$ cat src/rtl/mux6_rr_arbiter_pkg.sv
// Shared types and constants for the six-way round-robin mux arbiter.
package mux_arb_pkg;
   localparam int          NUM_REQ    = 6;
   localparam int          SEL_W      = 3;
   localparam logic [2:0]  RESET_LAST = 3'd5;

   typedef enum logic {IDLE, OWN} state_e;

   function automatic logic [2:0] inc6(input logic [2:0] i);
      return (i >= 3'd5) ? 3'd0 : i + 3'd1;
   endfunction

   function automatic logic [5:0] onehot6(input logic [2:0] i);
      return 6'd1 << i;
   endfunction
endpackage

$ cat src/rtl/mux6_rr_arbiter_rr_pick6.sv
// Combinational round-robin search: first set request at or after start, wrapping 5->0.
module rr_pick6
   import mux_arb_pkg::*;
(
   input  logic [5:0] req_i,
   input  logic [2:0] start_i,
   input  logic       excl_en_i,
   input  logic [2:0] excl_idx_i,
   output logic       found_o,
   output logic [2:0] idx_o
);
   logic [2:0] pos;

   always_comb begin
      found_o = 1'b0;
      idx_o   = 3'd0;
      pos     = start_i;
      for (int k = 0; k < NUM_REQ; k++) begin
         if (!found_o && req_i[pos] && !(excl_en_i && pos == excl_idx_i)) begin
            found_o = 1'b1;
            idx_o   = pos;
         end
         pos = inc6(pos);
      end
   end
endmodule

$ cat src/rtl/mux6_rr_arbiter.sv
// Round-robin arbiter driving the select of a 6:1 mux, with a per-grant hold limit.
module mux6_rr_arbiter
   import mux_arb_pkg::*;
#(
   parameter int NUM_REQ  = 6,
   parameter int MAX_HOLD = 8
) (
   input  logic               clk,
   input  logic               reset,
   input  logic [NUM_REQ-1:0] req,
   output logic [NUM_REQ-1:0] grant,
   output logic [SEL_W-1:0]   sel,
   output logic               busy,
   output logic               grant_chg
);
   localparam logic       HOLD_EN   = (MAX_HOLD != 0);
   localparam logic [7:0] HOLD_LAST = (MAX_HOLD == 0) ? 8'd0 : 8'(MAX_HOLD - 1);

   state_e     state_q, state_d;
   logic [2:0] owner_q, owner_d;
   logic [2:0] last_q, last_d;
   logic [7:0] hold_q, hold_d;
   logic [5:0] grant_q, grant_d;
   logic [2:0] sel_q, sel_d;
   logic       busy_q, busy_d;
   logic       chg_q, chg_d;

   logic       found;
   logic [2:0] win;
   logic [2:0] start;

   // While owning, the search always begins just past the owner and skips it.
   assign start = (state_q == OWN) ? inc6(owner_q) : inc6(last_q);

   rr_pick6 u_pick (
      .req_i      (req),
      .start_i    (start),
      .excl_en_i  (state_q == OWN),
      .excl_idx_i (owner_q),
      .found_o    (found),
      .idx_o      (win)
   );

   always_comb begin
      state_d = state_q;
      owner_d = owner_q;
      last_d  = last_q;
      hold_d  = hold_q;
      grant_d = grant_q;
      sel_d   = sel_q;
      busy_d  = busy_q;
      case (state_q)
         IDLE: begin
            if (found) begin
               state_d = OWN;
               owner_d = win;
               grant_d = onehot6(win);
               sel_d   = win;
               busy_d  = 1'b1;
               hold_d  = 8'd0;
            end
         end
         OWN: begin
            if (!req[owner_q]) begin
               last_d = owner_q;
               if (found) begin
                  owner_d = win;
                  grant_d = onehot6(win);
                  sel_d   = win;
                  hold_d  = 8'd0;
               end else begin
                  state_d = IDLE;
                  grant_d = 6'd0;
                  busy_d  = 1'b0;
                  hold_d  = 8'd0;
               end
            end else if (HOLD_EN && hold_q == HOLD_LAST) begin
               hold_d = 8'd0;
               if (found) begin
                  last_d  = owner_q;
                  owner_d = win;
                  grant_d = onehot6(win);
                  sel_d   = win;
               end
            end else if (hold_q != 8'hFF) begin
               hold_d = hold_q + 8'd1;
            end
         end
         default: state_d = IDLE;
      endcase
      chg_d = (grant_d != grant_q);
   end

   always_ff @(posedge clk or posedge reset) begin
      if (reset) begin
         state_q <= IDLE;
         owner_q <= 3'd0;
         last_q  <= RESET_LAST;
         hold_q  <= 8'd0;
         grant_q <= 6'd0;
         sel_q   <= 3'd0;
         busy_q  <= 1'b0;
         chg_q   <= 1'b0;
      end else begin
         state_q <= state_d;
         owner_q <= owner_d;
         last_q  <= last_d;
         hold_q  <= hold_d;
         grant_q <= grant_d;
         sel_q   <= sel_d;
         busy_q  <= busy_d;
         chg_q   <= chg_d;
      end
   end

   assign grant     = grant_q;
   assign sel       = sel_q;
   assign busy      = busy_q;
   assign grant_chg = chg_q;
endmodule

$ cat config.mk
export PLATFORM = sky130hd
export DESIGN_NAME = mux6_rr_arbiter
export DESIGN_NICKNAME = d
export VERILOG_FILES = /design/src/rtl/mux6_rr_arbiter_pkg.sv /design/src/rtl/mux6_rr_arbiter_rr_pick6.sv /design/src/rtl/mux6_rr_arbiter.sv
export SDC_FILE = /design/constraint.sdc
export NUM_CORES = 1
export LEC_CHECK = 0
export ABC_AREA = 1
export CORE_MARGIN = 3
export CORE_UTILIZATION = 35
export DETAILED_ROUTE_END_ITERATION = 10
export GPL_ROUTABILITY_DRIVEN = 1
export PLACE_DENSITY_LB_ADDON = 0.05
export SLEW_MARGIN = 20
export SYNTH_ARGS = -nofsm -noshare
export SYNTH_HDL_FRONTEND = slang
export SYNTH_SLANG_ARGS = --single-unit
$ cat constraint.sdc
create_clock -name clk -period 4.6 [get_ports clk]
set_input_delay 0.92 -clock clk [delete_from_list [all_inputs] [get_ports clk]]
set_output_delay 0.92 -clock clk [all_outputs]
set_load 0.005 [all_outputs]
* Yosys cells after proc, flatten, opt, wreduce, memory -nomap -nowiden *
Index checks and enable logic that the tools add are counted.
Widths: inputs -> output; s select.

word-level totals
  bits in registers = 26
  bits in latches = 0
  memory bits (writable) = 0
  memory bits (read-only) = 0
  bits of input ports = 8
  output and inout port bits = 11
  logic and storage cells = 141
  memories kept = 0

operators by class
  $add $sub $neg = 8
  $mul = 0
  divide/modulo/power cells = 0
  order comparisons = 14
  equality and inequality tests = 16
  shift-type cells = 1
  muxes and demuxes = 62
  bitwise logic cells = 1
  reduce and logical (&&, ||, !) cells = 31

operators by type and width
  cell                 count
  $mux 3               23
  $mux 8               4
  $lt 3x4->1 const B   7
  $mux 6               4
  $add 3x1->3 const B  7
  $bmux 1 s3           7
  $ge 3x3->1 const B   7
  $eq 3x3->1           6
  $mux 1               18
  $logic_and 1x1->1    17
  $pmux 8 s2           1
  $pmux 3 s2           2
  $pmux 6 s2           1
  $logic_not 1->1      11
  $add 8x1->8 const B  1
  $eq 8x3->1 const B   1
  $ne 2x2->1 const B   4
  $ne 8x8->1 const B   1
  $ne 6x6->1           1
  $reduce_and 3->1     2
  $shl 1x3->6 const A  1
  $ne 4x2->1 const B   1
  $pmux 1 s2           2
  $ne 3x2->1 const B   1
  other kinds (3)      3

* Logic depth before layout (Yosys ltp) *
Gate-level depths: netlist of the first run.

  word-level depth = 34
  mapped depth = 48

* Cells and area by module *
A second synthesis of the first run with hierarchy kept.

second synthesis, totals
  cells, all modules = 520
  area, all modules = 3209.3 um^2

by module, submodules not included
  module           instances  cells an instance  area an instance (um^2)  seq. area each (um^2)
  mux6_rr_arbiter  1          249                1731.7                   578.1
  rr_pick6         1          271                1477.7                   0.0

* Worst setup path before layout of the first run *
Ideal clock, no wire load.

  path kind = reg2reg
  from = register last_q[0]
  to = register chg_q (netlist: grant_chg)
  arrival time = 4.782 ns
  slack = -0.308 ns
  cell stages (with the launch flop) = 34
  buffers on the path = 0
  clock period less this slack = 4.908 ns
  path through = dfstp_2 > ha_1 > nor2_1 > nand3_1 > nand2_1 > inv_1 > ha_1 > nand3b_4 > nor2_4 > o21bai_4 > ha_1 > nand2_1 > ha_1 > nand2_1 > ha_1 > nand2_2 > inv_2 > ha_1 > nand3_1 > nand4_2 > nand2_1 > nand2_1 > nor2_2 > nand2_4 > nand3_4 > nand2_4 > inv_2 > nor2_1 > nand2_1 > nand2_1 > nand3_1 > nand2_1 > nor2_1 > nand3_1

between the ends
  longest elaborated chain between the ends = 34

RTL lines
  what                                                  RTL line                   RTL
  from (decl)                                           mux6_rr_arbiter.sv:21      logic [2:0] last_q, last_d;
  from (signal assigned)                                mux6_rr_arbiter.sv:107     last_q <= last_d;
  $add 3x1->3 / $ge 3x3->1 (equally long branches)      mux6_rr_arbiter_pkg.sv:10  return (i >= 3'd5) ? 3'd0 : i + 3'd1;
  $mux 3 *                                              mux6_rr_arbiter_pkg.sv:10
  $mux 3 *                                              mux6_rr_arbiter.sv:33      assign start = (state_q == OWN) ? inc6(owner_q) : inc6(last_q);
  branches (longest 29 deep; another with $add 3x1->3)  n/a
  $pmux 6 s2 *                                          mux6_rr_arbiter.sv:52      case (state_q)
  $ne 6x6->1 *                                          mux6_rr_arbiter.sv:91      chg_d = (grant_d != grant_q);
  named net chg_d                                       mux6_rr_arbiter.sv:26      logic chg_q, chg_d;
  to (signal assigned)                                  mux6_rr_arbiter.sv:112     chg_q <= chg_d;
  to (decl)                                             mux6_rr_arbiter.sv:26

Mark *: on every way through the listed nets, which the timed path passes. The select of a mux whose other input is x is not followed.
A chain may end at the register's enable or synchronous reset.

* Worst setup path after layout of the first run *
Ends and elaborated chain as after synthesis.

==> results of run 1 <==
sequential cells by signal, indices dropped and copies added (netlist names):
name       flops
hold_q         8
busy           1
grant          6
owner_q        3
state_q        1
last_q         3
grant_chg      1
area by class of cell:
| type | count | share of cell area, % |
|---|---|---|
| clock buffers | 3 | 0.952 |
| clock inverters | 1 | 0.115 |
| inverters | 64 | 6.06 |
| multi-input cells | 371 | 58.0 |
| flip-flops and latches | 23 | 13.3 |
| well taps | 105 | 3.03 |
| repair buffers | 97 | 18.5 |
worst paths after layout:
| path | from | end | slack, ns | depth (start not counted) |
|---|---|---|---|---|
| min reg2reg | hold_q[4] | hold_q[4] | 0.51 | 1 |
| max in group asynchronous | reset | owner_q[1] | 2.91 | 2 |
| max reg2reg | last_q[0] | grant_chg | -0.19 | 38 |
| min | hold_q[4] | hold_q[4] | 0.51 | 1 |
| min in group asynchronous | reset | hold_q[4] | 1.14 | 2 |
| max | last_q[0] | grant_chg | -0.19 | 38 |
worst max-delay path, delay by kind of cell, from the launching register on:
family	cells	cell delay, ns
flip-flops	1	0.56
buffers and inverters	5	0.43
AND/OR/NAND/NOR	29	2.78
adder cells (fa/ha/maj)	4	0.89
cell usage after synthesis (all sizes together) (2+ instances only):
library cell and instances:
a21oi 16, a22oi 2, buf 6, clkbuf 2
dfrtp 21, dfstp 2, ha 15, inv 63
nand2 153, nand3 66, nand3b 2, nand4 12
nor2 49, nor3 7, nor3b 2, o211ai 4
o21a 2, o21ai 30, o22ai 2
timing repair:
item | in CTS | in global routing
setup endpoints to repair | 11 | 23
gates resized for setup | 8 | 50
pin swaps | 8 | 40
buffers inserted | 6 | 14
metrics by stage:
stage	instance area (µm²)	setup slack, ns	TNS (ns)	utilization [%]	hold slack [ns]
final	4340	-0.191	-1.49	52.0	0.507
after detailed placement	3950	-0.115	-0.180	47.3	0.488
after global placement	3950	-0.0850	-0.0850	47.3	0.483
after global routing	4340	-0.506	-7.93	52.0	0.548
after floorplan	3250	0.00797	0	-	0.462
after CTS	4080	-0.0144	-0.0252	48.9	0.504
routing by layer:
layer  wire, µm  GRT usage, %  vias to the layer above
li1           -             -                     1721
met1       4400          26.7                     1528
met2       4200          29.3                       69
met3        371          2.31                       14
met4        108          2.21                        0
met5          0             0                        -
cells by family after synthesis:
| logic type | after synthesis |
|---|---|
| and+or+nand+nor | 291 |
| buffers and inverters | 72 |
| AOI/OAI and AO/OA | 64 |
| DFF | 23 |
| adders and majority gates | 15 |
| xor gates and xnor gates | 1 |
==> key figures, run 1 <==
Clocking
  – Post-cts hold buffer count: 0
  – CTS clk-pin slew, worst paths: 0.09 ns
  – CTS tree: built
  – H-tree lvl count: 1
  – Root Buffer: clkbuf_8
  – Max Root-Sink Buffers: 2
  – Insertion delay to the later sink of the worst-skew pair: 0.27 ns
  – Clock sink count: 23
  – Inserted Clock Buffers: 3

Finish
  – Layout Nets: 583
  – Reg area: 578 µm²
  – Most frequent cells in the layout: 100 x nand2_1, 73 x buf_4, 51 x nand3_1
  – Final instance count without filler cells: 664
  – N_diodes: 0
  – Layout cells sized above 1: 38.1%
  – Area occupied by multi-input gates: 2520 µm²
  – Number of fill cells: 831
  – Commonest non-fill, non-tap cell in the layout: nand2_1
  – Area grow syn2layout: 41.8%

Synthesis
  – Syn Inst Count: 466
  – Mux cell area share after synthesis: 0%
  – Ys async rst share: 100%
  – Synth Cell Area: 3060 µm²
  – Register area share after synthesis: 18.9%
  – Top area cells in the synthesized netlist: dfrtp_1 17%, nand2_1 15%, nand3_1 10%
  – Synth cell types: 48
  – Adder-Cell Fraction of Synth Area: 6.13%
  – Syn nets: 489
  – Synth Area in XOR/XNOR: 0.286%
  – Yosys top cell area share: 17.2%
  – Number of synthesis warnings: 0
  – Main combinational cell family by area after synthesis: simple AND/OR/NAND/NOR gates
  – Dominant synthesized flop cell: dfrtp_1
  – Post-synthesis simple-gate area fraction: 50.1%
  – Syn avg cell area: 6.56 µm²
  – Dominant cell type by area after synthesis: dfrtp_1
  – Area fraction in compound gates after synthesis: 14.4%
  – EDFF count, synth: 0
  – Synthesized flop and latch total: 23

Placement
  – HPWL Detailed: 6890 µm
  – Port-buffer cells: 18
  – Routability Congestion: 0.863
  – DP Cell Count: 640

Job
  – Max Cap Viol: 0

Floorplanning
  – Site Rows: 33
  – Width of the die: 99.5 µm
  – Initial Utilization: 36.7%
  – Die height: 99.5 µm
  – Core box area: 8340 µm²
  – Ports: 19
  – DIE AREA: 9900 µm²

Global routing
  – GRT Resource Usage Total: 18.2%
  – Largest net degree at the start of global routing: 24
  – Initial antenna violation count: 0
  – Vias in the first global route: 3,186
  – Grt total ovfl: 0
  – First-pass GRT wire length: 15,000 µm

Detailed routing
  – DR WL/cell: 13.7 µm
  – DRC: 0
  – Via count: 3,332
  – TritonRoute pass-1 iters: 4
  – Via/cell ratio: 5.02
  – Detailed Route Iter0 Violations: 170
  – Post-Route WL: 9090 µm
  – Antenna violation net count after detailed routing: 0

Timing
  – Final worst path period need: 4.79 ns
  – Final setup vio count: 17
  – Worst-margin pin slew: 0.898 ns
  – RSZ-0062 raised after global routing: true
  – Final number of hold-violating endpoints: 0
  – Fmax: 209 MHz
  – Setup WS post-layout: -0.191 ns
  – Rel. slew slack: 40.1%
  – Final critical-path share of the clock period: 104%
  – Slew Limit Fails: 0
  – Final Skew: 0.00347 ns

Setup path
  – CP Data Required Time: 4.76 ns
  – CP Max Fanout: 7
  – Crit-path most repeated cell: nand2_4
  – Crit end category: flip-flop
  – Worst path slowest cell: dfstp_2
  – Crit-path max cell delay: 0.56 ns
  – Worst EP arrival: 4.95 ns
  – Startpoint Class: flip-flop
  – WS Path Type: flip-flop to flip-flop

Hold path
  – Min-Delay Path Class: flip-flop to flip-flop

Run status
  – Failing checks: negative setup slack
  – Status: complete, but fails checks
Power of run 1 is left out: the tool's default activity adds up to more than one toggle a clock period on the data nets, which glitch-free logic cannot reach.
==> run 2: changes to the inputs <==
- CAP_MARGIN: unset -> 20
==> results of run 2 <==
No change in the layout: final DEF, timing and power equal those of run 1.
Power of run 2 is left out for the same reason.
